`src/rtl/pwm_pkg.sv`:
```
// Shared definitions for the PWM fade sequencer.
//   state_t   : sequencer FSM states
//   NUM_KEYS  : number of colour keyframes in the loop
//   key_bits  : keyframe table as {r,g,b} on/off bits (on = full scale, off = 0)
package pwm_pkg;

    typedef enum logic [1:0] {
        IDLE = 2'd0,
        RAMP = 2'd1,
        HOLD = 2'd2
    } state_t;

    localparam int NUM_KEYS = 6;

    function automatic logic [2:0] key_bits(input logic [2:0] idx);
        case (idx)
            3'd0:    key_bits = 3'b100;  // red
            3'd1:    key_bits = 3'b110;  // yellow
            3'd2:    key_bits = 3'b010;  // green
            3'd3:    key_bits = 3'b011;  // cyan
            3'd4:    key_bits = 3'b001;  // blue
            3'd5:    key_bits = 3'b101;  // magenta
            default: key_bits = 3'b000;
        endcase
    endfunction

endpackage

```
`src/rtl/pwm_channel.sv`:
```
// One PWM output channel: shadow duty register plus compare.
//   clk, reset : clock, async active-low reset
//   enable     : output forced low on the cycle after enable is low
//   cnt        : shared free-running PWM counter
//   duty       : live duty; captured into the shadow only at cnt == full scale
//   pwm        : registered PWM output, high while cnt < shadow
module pwm_channel #(
    parameter int PWM_BITS = 8
) (
    input  logic                clk,
    input  logic                reset,
    input  logic                enable,
    input  logic [PWM_BITS-1:0] cnt,
    input  logic [PWM_BITS-1:0] duty,
    output logic                pwm
);

    logic [PWM_BITS-1:0] shadow;

    always_ff @(posedge clk or negedge reset) begin
        if (!reset) begin
            shadow <= '0;
            pwm    <= 1'b0;
        end else begin
            // Loading at the last count of a period means a new duty only
            // takes effect at a period boundary.
            if (cnt == '1)
                shadow <= duty;
            pwm <= enable && (cnt < shadow);
        end
    end

endmodule

```
`src/rtl/pwm_fade_sequencer.sv`:
```
// RGB fade sequencer: ramps three PWM duties through a looping table of
// colour keyframes, one duty LSB per step tick, holding at each keyframe.
//   clk, reset : clock, async active-low reset
//   enable     : run while high; low returns to IDLE with duties cleared
//   pause      : freeze step progress (PWM keeps running)
//   rgb        : PWM outputs [2]=red [1]=green [0]=blue
//   duty       : current duties {r,g,b}
//   key_idx    : current target keyframe
//   holding    : high while holding at a keyframe
module pwm_fade_sequencer
    import pwm_pkg::*;
#(
    parameter int PWM_BITS   = 8,
    parameter int STEP_DIV   = 125_000,
    parameter int HOLD_STEPS = 256
) (
    input  logic                  clk,
    input  logic                  reset,
    input  logic                  enable,
    input  logic                  pause,
    output logic [2:0]            rgb,
    output logic [3*PWM_BITS-1:0] duty,
    output logic [2:0]            key_idx,
    output logic                  holding
);

    localparam int PRE_W  = $clog2(STEP_DIV + 1);
    localparam int HOLD_W = $clog2(HOLD_STEPS + 1);
    localparam logic [PWM_BITS-1:0] FS        = '1;
    localparam logic [PRE_W-1:0]    PRE_LAST  = PRE_W'(STEP_DIV - 1);
    localparam logic [HOLD_W-1:0]   HOLD_LAST = HOLD_W'(HOLD_STEPS - 1);
    localparam logic [2:0]          LAST_KEY  = 3'(NUM_KEYS - 1);

    state_t                     state, state_nx;
    logic [2:0][PWM_BITS-1:0]   duty_q, duty_nx, target;
    logic [2:0]                 key_q, key_nx, key_on;
    logic [HOLD_W-1:0]          hold_q, hold_nx;
    logic [PRE_W-1:0]           pre_q;
    logic [PWM_BITS-1:0]        pwm_cnt;
    logic                       tick;

    // Step prescaler: only advances while the sequence is actually running.
    assign tick = enable && !pause && (state != IDLE) && (pre_q == PRE_LAST);

    always_ff @(posedge clk or negedge reset) begin
        if (!reset)
            pre_q <= '0;
        else if (!enable || state == IDLE)
            pre_q <= '0;
        else if (!pause)
            pre_q <= (pre_q == PRE_LAST) ? '0 : pre_q + PRE_W'(1);
    end

    always_comb begin
        key_on = key_bits(key_q);
        for (int c = 0; c < 3; c++)
            target[c] = key_on[c] ? FS : '0;
    end

    always_ff @(posedge clk or negedge reset) begin
        if (!reset) begin
            state  <= IDLE;
            duty_q <= '0;
            key_q  <= '0;
            hold_q <= '0;
        end else begin
            state  <= state_nx;
            duty_q <= duty_nx;
            key_q  <= key_nx;
            hold_q <= hold_nx;
        end
    end

    always_comb begin
        state_nx = state;
        duty_nx  = duty_q;
        key_nx   = key_q;
        hold_nx  = hold_q;
        if (!enable) begin
            // Dropping enable wins over any tick in the same cycle.
            state_nx = IDLE;
            duty_nx  = '0;
            key_nx   = '0;
            hold_nx  = '0;
        end else begin
            case (state)
                IDLE: begin
                    state_nx = RAMP;
                    duty_nx  = '0;
                    key_nx   = '0;
                    hold_nx  = '0;
                end
                RAMP: if (tick) begin
                    if (duty_q == target) begin
                        state_nx = HOLD;
                        hold_nx  = '0;
                    end else begin
                        for (int c = 0; c < 3; c++) begin
                            if (duty_q[c] < target[c])
                                duty_nx[c] = duty_q[c] + PWM_BITS'(1);
                            else if (duty_q[c] > target[c])
                                duty_nx[c] = duty_q[c] - PWM_BITS'(1);
                        end
                    end
                end
                HOLD: if (tick) begin
                    // HOLD_STEPS ticks are spent here before moving on.
                    if (hold_q == HOLD_LAST) begin
                        key_nx   = (key_q == LAST_KEY) ? 3'd0 : key_q + 3'd1;
                        state_nx = RAMP;
                        hold_nx  = '0;
                    end else begin
                        hold_nx = hold_q + HOLD_W'(1);
                    end
                end
                default: state_nx = IDLE;
            endcase
        end
    end

    always_ff @(posedge clk or negedge reset) begin
        if (!reset)
            pwm_cnt <= '0;
        else
            pwm_cnt <= pwm_cnt + PWM_BITS'(1);
    end

    for (genvar c = 0; c < 3; c++) begin : g_ch
        pwm_channel #(.PWM_BITS(PWM_BITS)) u_ch (
            .clk    (clk),
            .reset  (reset),
            .enable (enable),
            .cnt    (pwm_cnt),
            .duty   (duty_q[c]),
            .pwm    (rgb[c])
        );
    end

    assign duty    = duty_q;
    assign key_idx = key_q;
    assign holding = (state == HOLD);

endmodule
```
`config.mk`:
```
export PLATFORM = sky130hd
export DESIGN_NAME = pwm_fade_sequencer
export DESIGN_NICKNAME = d
export VERILOG_FILES = /design/src/rtl/pwm_pkg.sv /design/src/rtl/pwm_channel.sv /design/src/rtl/pwm_fade_sequencer.sv
export SDC_FILE = /design/constraint.sdc
export NUM_CORES = 1
export LEC_CHECK = 0
export CAP_MARGIN = 10
export CORE_ASPECT_RATIO = 1.25
export CORE_MARGIN = 2
export CORE_UTILIZATION = 63
export CTS_BUF_LIST = sky130_fd_sc_hd__clkbuf_2 sky130_fd_sc_hd__clkbuf_4 sky130_fd_sc_hd__clkbuf_8
export CTS_CLUSTER_SIZE = 30
export DETAILED_ROUTE_END_ITERATION = 10
export PLACE_DENSITY = 0.83
export REMOVE_ABC_BUFFERS = 1
export SYNTH_ARGS = -nofsm -noshare
export SYNTH_HDL_FRONTEND = slang
export SYNTH_SLANG_ARGS = --single-unit
```
`constraint.sdc`:
```
create_clock -name clk -period 5.5 [get_ports clk]
set_input_delay 1.1 -clock clk [delete_from_list [all_inputs] [get_ports clk]]
set_output_delay 1.1 -clock clk [all_outputs]
set_load 0.02 [all_outputs]
```
==> flow_summary.yaml <==
worst_setup_path:
  crit_chain: "inv_1, nor2_1, ha_1, nor2_1, ha_1, a21oi_1, a21boi_0, or2_2, nor2_1, inv_1, ha_1, a21oi_1, o211ai_1, o41ai_1, a21boi_0, nor4_1, nand3b_1"
  timing.critical_path.buf_inv: 2
  criticalPathCategory: "reg2reg"
  critical_path_capture_point_type: "register"
  cp_slowest_cell: "nor2_1"
  worst-path-max-fanout: 11
  timing.rr.start: "key_idx[0]"
  timing.critical_path.from_type: "register"
  crit-reg2reg-capture: "duty[15]"
  worstRegToRegCells: 17
  rrSetupSlack_ns: 0.92
  required_time_worst_endpoint_ns: 5.76
  crit_family: "simple AND/OR/NAND/NOR gates"
  cpPeakStageDelay_ns: 0.62
  arrival_time_worst_endpoint_ns: 4.84
routing:
  drt-wirelength-per-cell_um: 16.78
  viasPerCell: 6.182
  detail_route.first_pass.iterations: 5
  post-route-drc-count: 0
  drt.antenna.violating_nets: 0
  first_iteration_detailed_routing_drc_count: 340
  detailed_route_wire_length_um: 14100
  route.vias.total: 5193
clocking:
  htree_levels: 3
  clockRootBuffer: "clkbuf_8"
  cts_setup_buffers: 0
  max-clock-path-buffers: 2
  postCtsHoldBufs: 0
  cts.reportedPaths.clkPinSlew_ns: 0.09
  num_cts_buffers: 9
  tritoncts_clock_tree: "yes"
  cts_num_sinks: 90
  post_cts.resized_instances: 0
  clk_latency_ns: 0.38
layout:
  nNetsFinal: 792
  layout-drive-gt1-share_pct: 5.042
  fin_area_um2: 6833
  antenna-diode-count: 0
  area_growth_pct: 9.990
hold_path:
  min_delay_path_depth: 1
  hold_path.startpoint: "hold_q[4]"
  hold_path.class: "reg2reg"
  min_delay_worst_endpoint: "hold_q[4]"
die:
  initial_util_pct: 64.65
  dieArea_um2: 10680
  row_count: 40
  fp.coreArea_um2: 9609
  die_w_um: 92.82
  floorplan.die.height_um: 115.0
  pin_count: 35
grt:
  vias_in_the_first_global_route: 5334
  gr-total-overflow: 0
  largest_net_degree_at_the_start_of_global_routing: 57
  total_routing_resource_utilization_after_global_routing_pct: 28.34
  antenna_found_initial: 0
  wire_length_of_the_first_global_routing_pass_um: 24270
placed_design:
  placement.io_buffers: 34
  place_worst_setup_slack_ns: 1.061
  hpwlAfterDp_um: 10400
  gp_congestion: 0.8950
  detailed_place.area_um2: 6650
timing:
  drv_slew: 0
  max-slew-margin-rel_pct: 34.65
  report.final.hold_viol_count: 0
  period_share_pct: 83.28
  post-route-min-period_ns: 4.580
  final.setup.tns_ns: 0
  worst_slew_pin_slew_ns: 0.9766
  max_freq_mhz: 218.3
  finalSetupViolCount: 0
  worst_hold_margin_ns: 0.4889
  fin_skew_ns: 0.01239
  postLayoutSetupSlackWorst_ns: 0.9199
  setup_repair_after_global_routing_missed_its_margin: "no"
yosys:
  dominantRegCellSynth: "dfrtp_1"
  synth.largest_area_cell: "dfrtp_1"
  syn-instance-count: 680
  synth_async_sr_flop_share_pct: 100.0
  synth_largest_type_area_fraction_pct: 36.25
  post_synth_main_area_contributors: "dfrtp_1, ha_1, o21ai_0"
  post-synth-top-count-cell: "dfrtp_1"
  yosysSeqAreaShare_pct: 36.25
  synth.avg_cell_area_um2: 9.136
  synthTopCellsByCount: "dfrtp_1, ha_1, nand2_1, o21ai_0, inv_1"
  number_of_library_cell_types_mapped_by_synthesis: 62
  yosys_warnings: 0
  ys_seq_elements: 90
  synth_enable_flop_cells: 0
  syn_area_um2: 6212
pwr:
  power.total_mw: 2.354
  p_leak_nw: 3.070
  power_per_cell_area_nw_per_um2: 344.5
  power.ir.vdd_worst_uv: 182.0
run:
  drv_cap: 0
outcome:
  run_status: "completed"
-- placed cells by master, fill, tap and decap left out, drive strengths merged, types with 4 or more instances in the layout --
| cell | n |
|---|---|
| a21boi | 7 |
| a21o | 13 |
| a21oi | 26 |
| a31oi | 7 |
| and3 | 13 |
| buf | 6 |
| clkbuf | 11 |
| clkdlybuf4s50 | 33 |
| dfrtp | 90 |
| ha | 76 |
| inv | 55 |
| mux2 | 22 |
| nand2 | 64 |
| nand2b | 6 |
| nand3 | 31 |
| nand3b | 4 |
| nand4 | 8 |
| nor2 | 45 |
| nor2b | 15 |
| nor3 | 19 |
| o211ai | 7 |
| o21ai | 63 |
| o21bai | 7 |
| o31ai | 12 |
| o41ai | 4 |
| or2 | 5 |
| xnor2 | 10 |
| xor2 | 4 |
-- area by class of cell --
type,count,area (um^2)
clock buffer,11,145.1
clock inverter,5,37.54
fill,734,2776
inverter,54,202.7
multi-input combinational,515,3662
sequential,90,2252
tap,126,157.7
timing repair buffer,39,375.4
-- routing by layer --
| layer | wire, um | vias to the layer above | global-route usage, % | part of all wire (%) |
|---|---|---|---|---|
| met5 | 0 | - | 0 | 0 |
| met4 | 409 | 0 | 12.35 | 2.9 |
| met3 | 568 | 38 | 5.374 | 4.0 |
| met2 | 7451 | 134 | 50.82 | 53 |
| met1 | 5669 | 2529 | 33.02 | 40 |
| li1 | - | 2492 | - | - |
-- state kept, by name (all words and copies together) (netlist names) --
signal	cells
g_ch.u_ch.shadow	24
hold_q	9
pre_q	17
g_ch.u_ch.pwm	3
state	2
key_idx	3
pwm_cnt	8
duty	24
-- stage by stage --
stage | cells | utilization, %
after floorplan | 659 | -
after global placement | 824 | 69.21
after detailed placement | 824 | 69.21
after CTS | 840 | 71.11
after global routing | 840 | 71.11
final | 840 | 71.11
-- worst register-to-register path: stages, from the launching register on --
cell	delay [ns]
dfrtp_1	0.47
inv_1	0.14
nor2_1	0.05
ha_1	0.19
nor2_1	0.62
ha_1	0.41
a21oi_1	0.17
a21boi_0	0.12
or2_2	0.31
nor2_1	0.17
inv_1	0.16
ha_1	0.30
a21oi_1	0.24
o211ai_1	0.17
o41ai_1	0.33
a21boi_0	0.32
nor4_1	0.10
nand3b_1	0.18
-- logic make-up (layout without fill, tap and decap cells) --
logic type / after synthesis / count (layout) / share of synthesized area, %
mux: 25 / 25 / 4.471
simple gates: 230 / 230 / 19.07
fa+ha+maj: 79 / 79 / 16.27
compound gates: 167 / 167 / 17.16
buf+inv: 75 / 109 / 4.793
xor+xnor: 14 / 14 / 1.974
flops: 90 / 90 / 36.25
-- worst max-delay path by stage --
| stage | start | end | cells past startpoint |
|---|---|---|---|
| after floorplan | key_idx[1] | duty[14] | 17 |
| after global placement | key_idx[0] | duty[14] | 17 |
| after detailed placement | key_idx[0] | duty[7] | 16 |
| after CTS | key_idx[0] | duty[15] | 17 |
| after global routing | key_idx[0] | duty[7] | 16 |
| final | key_idx[0] | duty[15] | 17 |
-- report_power, final --
| part | internal [mW] | switching, mW |
|---|---|---|
| Combinational | 0.496 | 0.644 |
| Sequential | 0.700 | 0.0814 |
| Clock | 0.183 | 0.249 |
| Total | 1.38 | 0.975 |
Power figures use the tool's default switching activity.
==> variant 1, RTL diff (config.mk and constraints unchanged) <==
Encoding of `state_t`: now one-hot (3 bits for 3 states).
--- a/src/rtl/pwm_pkg.sv
+++ b/src/rtl/pwm_pkg.sv
@@ -5,8 +5,8 @@
 package pwm_pkg;
 
-    typedef enum logic [1:0] {
-        IDLE = 2'd0,
-        RAMP = 2'd1,
-        HOLD = 2'd2
+    typedef enum logic [2:0] {
+        IDLE = 3'b001,
+        RAMP = 3'b010,
+        HOLD = 3'b100
     } state_t;
 
Formal check against the unedited RTL: same outputs for any inputs over 10 cycles, from zero or initial values and one cycle with reset low; not proved beyond that.
==> variant 1 against the original RTL <==
- sequential power about the same
- power up 12%
- utilization is 0.56 points higher
- wire length grew 1.5%
- first-iteration DRC count down 27%
- sequential cell count is 1 higher
- sequential share of layout area about the same
- critical path depth shrank 1
- design area up 1.3%
- count of clock-buffer cells in the layout fell by 1
- maximum frequency grew 2.6%
- worst hold slack got worse by 1.3 ps
- synthesized area up 1.5%
- setup slack better by 120 ps
- critical endpoint is now duty[7]
- highest routed layer unchanged
==> variant 1: results (changes against the original RTL) <==
leakage=3.07 nW (+0.12%); worst hold endpoint=g_ch[1].u_ch.shadow[1]; Vias=5240 (+0.91%); Sequential Power Share=29.7% (-3.5 points); worst hold stages=2 (+1); largest cells by area after synthesis=dfrtp_1 36%, ha_1 15%, o21ai_0 6.5%; Least-Margin Pin Slew=1150 ps (+178 ps); hpwl dp=10600 um (+2.2%); worst hold margin=488 ps (-1.32 ps); combinational power share=50.0% (+1.6 points); DR WL met3=569 um (+0.18%); Final GP Congestion=0.857 (-4.2%); share of cells above drive strength 1=7.36% (+2.3 points); placed instance count=831 (+0.85%); Power Total=2.64 mW (+12%); distinct cell type count after synthesis=66 (+6.5%); first-pass GRT wire length=24100 um (-0.60%); net count reported at finish=799 (+0.88%); Critical path destination=duty[7]; initial antenna violation count=0 (unchanged); Routed WL=14300 um (+1.5%); met2 wire length=7340 um (-1.5%); pin count of the biggest net entering global routing=49 (-14%); worst reg2reg path depth=16 (-1); average wire per standard cell=16.9 um (+0.76%); P_sw=1.08 mW (+10%); Clk Latency, worst-skew pair=between 300 and 400 ps; capturing point of the worst reg2reg path=duty[7]; Post-synth top cells=90 x dfrtp_1, 82 x o21ai_0, 76 x ha_1, 57 x inv_1, 56 x nand2_1; Top Family by Delay on Critical Path=compound AO/OA/AOI/OAI gates; hold_sp=g_ch[1].u_ch.shadow[1]; Hold/Removal Path Class=reg -> reg; Critical Path Source=key_idx[1]; Syn Inst Count=689 (+1.3%); setup ws final=1040 ps (+116 ps); n_diodes=0 (unchanged); post-synthesis sequential area ratio=36.1% (-0.11 points); total global routing track utilization=28.4% (+0.043 points); Max stage delay cell, worst path=mux2i_1; CP arrival=4770 ps (-70 ps); status=finished, final reports clean; worst vdd ir=0.282 mV (+55%); initial DRC count=249 (-27%); Synth Warn #=0 (unchanged); Final Skew=9.38 ps (-3.01 ps); Routed met1 length=5910 um (+4.3%); Largest stage delay, worst path=730 ps (+110 ps); Placed Area=6690 um^2 (+0.58%)
==> variant 1: cell type report <==
cell class | instances | area, um^2
Tap cell | 126 | 158
Clock buffer | 10 | 131
Fill cell | 722 | 2740
Timing Repair Buffer | 38 | 368
Clock inverter | 5 | 103
Sequential cell | 91 | 2280
Multi-Input combinational cell | 519 | 3670
Inverter | 57 | 214
==> variant 1: layer usage <==
| layer | track usage [%] | up-vias |
|---|---|---|
| li1 | - | 2536 |
| met1 | 33.8 | 2532 |
| met2 | 50.3 | 128 |
| met3 | 5.01 | 44 |
| met4 | 12.4 | 0 |
| met5 | 0 | - |
==> variant 1: kinds of logic (layout without fill, tap and decap cells) <==
logic type | after synthesis | after routing | synth area share (%)
AND/OR/NAND/NOR | 219 | 219 | 17.7
flip-flops | 91 | 91 | 36.1
AO/OA/AOI/OAI | 185 | 185 | 18.6
multiplexers | 21 | 21 | 3.77
buffers and inverters | 79 | 110 | 5.62
adder cells (fa/ha/maj) | 79 | 79 | 16.0
XOR/XNOR | 15 | 15 | 2.08
==> variant 2, RTL diff (config.mk and constraints unchanged) <==
Without the edit above. `STEP_DIV`: 125_000 -> 250_000.
--- a/src/rtl/pwm_fade_sequencer.sv
+++ b/src/rtl/pwm_fade_sequencer.sv
@@ -12,5 +12,5 @@
 #(
     parameter int PWM_BITS   = 8,
-    parameter int STEP_DIV   = 125_000,
+    parameter int STEP_DIV   = 250_000,
     parameter int HOLD_STEPS = 256
 ) (
Formal check against the unedited RTL: no difference found for any inputs over 10 cycles, from zero or initial values and one cycle with reset low; that may be too few to reach the edited logic, so the function may still have changed.
==> variant 2 against the original RTL <==
- worst hold slack gained 20 ps
- clock skew grew 3.1 ps
- design area grew 0.81%
- wire length grew 2.5%
- die area grew 0.68%
- cell count grew 0.83%
- sequential share of layout area grew 0.10 points
- setup slack gained 290 ps
- power shrank 10%
- count of clock-buffer cells in the layout shrank 2
- sequential cell count grew 1
- synthesized area grew 0.70%
- highest routed layer unchanged
==> variant 2: results (changes against the original RTL) <==
Root Buffer=clkbuf_8; initial antenna violation count=0 (unchanged); first-pass GRT wire length=24500 um (+0.94%); share of cells above drive strength 1=5.55% (+0.51 points); hpwl dp=10600 um (+2.4%); worst reg2reg path depth=18 (+1); H-tree depth=3 (unchanged); Placed Area=6700 um^2 (+0.81%); worst vdd ir=0.313 mV (+72%); Synth Warn #=0 (unchanged); largest cells by area after synthesis=dfrtp_1 36%, ha_1 15%, o21ai_0 5.8%; Clock Path Buffers=2 (unchanged); Final Skew=15.5 ps (+3.10 ps); post-synthesis sequential area ratio=36.4% (+0.15 points); ys async rst share=100% (unchanged); crit-path max FO=11 (unchanged); Post-synth top cells=91 x dfrtp_1, 76 x ha_1, 72 x o21ai_0, 62 x nand2_1, 56 x inv_1; distinct cell type count after synthesis=61 (-1.6%); area share of fa/ha/maj cells after synthesis=16.2% (-0.11 points); worst hold stages=1 (unchanged); total global routing track utilization=28.4% (+0.050 points); CTS buffer count=9 (unchanged); Largest stage delay, worst path=460 ps (-160 ps); # resized after CTS=0 (unchanged); net count reported at finish=799 (+0.88%); Hold/Removal Path Class=reg -> reg; Final GP Congestion=0.873 (-2.4%); Clk pin slew, worst setup/hold paths=approximately 100 ps; leakage=3.07 nW (about the same); Fill cells=753 (+2.6%); Port Buffer Count=34 (unchanged); pin count of the biggest net entering global routing=58 (+1.8%); hold_sp=hold_q[0]; mux cell area share after synthesis=2.60% (-1.9 points); vias in the first global route=5417 (+1.6%); Place WS=1330 ps (+266 ps); initial DRC count=236 (-31%); Top Family by Delay on Critical Path=compound AO/OA/AOI/OAI gates; Clk Latency, worst-skew pair=380 ps (about the same); Critical Path Source=key_idx[0]; n_diodes=0 (unchanged); Synth Area in XOR/XNOR=2.38% (+0.41 points); Routed WL=14400 um (+2.5%); compound-cell area share of the yosys netlist=20.9% (+3.7 points); status=finished, final reports clean; Max stage delay cell, worst path=dfrtp_1; Least-Margin Pin Slew=1150 ps (+172 ps); Vias=5310 (+2.3%); drt first pass iters=5 (unchanged); Primary FF master, synth=dfrtp_1; CP arrival=4550 ps (-290 ps); total setup buffers inserted after CTS=0 (unchanged)
variant 2: changes by cell type in the layout (fill, tap and decap cells not counted), sizes merged, moves of 4 or more:
cell	before	now
nor2	45	32
o41ai	4	17
mux2	22	10
o21ai	63	73
nand3	31	24
inv	55	60
nor2b	15	10
nor4	3	8
o2111a	0	4
o21a	1	5
or2	5	1
or3	1	5
xor2	4	8
variant 2: final timing paths:
path	end	slack, ps
max in group asynchronous	g_ch[1].u_ch.shadow[1]	3760
worst min-delay path	hold_q[0]	510
worst max register to register	duty[7]	1210
worst max-delay path	duty[7]	1210
min in group asynchronous	pre_q[11]	650
worst min register to register	hold_q[0]	510
variant 2: final cells by class:
type | count | area, um^2 | area share [%]
clock inverter | 7 | 60.1 | 0.872
sequential | 91 | 2280 | 33.1
multi-input combinational | 517 | 3670 | 53.3
inverter | 56 | 210 | 3.05
clock buffer | 9 | 124 | 1.80
timing repair buffer | 41 | 390 | 5.67
tap | 126 | 158 | 2.29
variant 2: cells by family (layout without fill, tap and decap cells):
group	after synthesis	count (layout)
buffers and inverters	77	113
AOI/OAI and AO/OA	200	200
adders and majority gates	79	79
xor gates and xnor gates	17	17
and+or+nand+nor	206	206
DFF	91	91
muxes	15	15
variant 2: worst register-to-register path, delay by kind of cell, from the launching register on:
family	cells	cell delay, ps
compound gates	6	1500
simple gates	5	880
fa+ha+maj	3	800
flops	1	460
buf+inv	3	450
mux	1	60
variant 2: through the flow:
step,hold WS [ps],cells,utilization (%),total power [mW]
2_1_floorplan,458,664,-,1.43
3_3_place_gp,487,831,69.4,1.62
3_5_place_dp,507,831,69.4,1.67
4_1_cts,519,847,71.3,2.11
5_1_grt,531,847,71.3,2.26
6_report,509,847,71.3,2.11
variant 2: routing by layer:
metal	share of wire, %	GRT usage [%]	vias to the layer above
met3	3.5	3.77	39
met4	2.9	14.3	0
met5	0	0	-
li1	-	-	2566
met1	42	33.4	2589
met2	51	50.9	116
variant 2: report_power, final:
part | internal [mW] | switching (mW)
registers | 0.700 | 0.0556
logic | 0.391 | 0.530
clock network | 0.172 | 0.264
total | 1.26 | 0.849
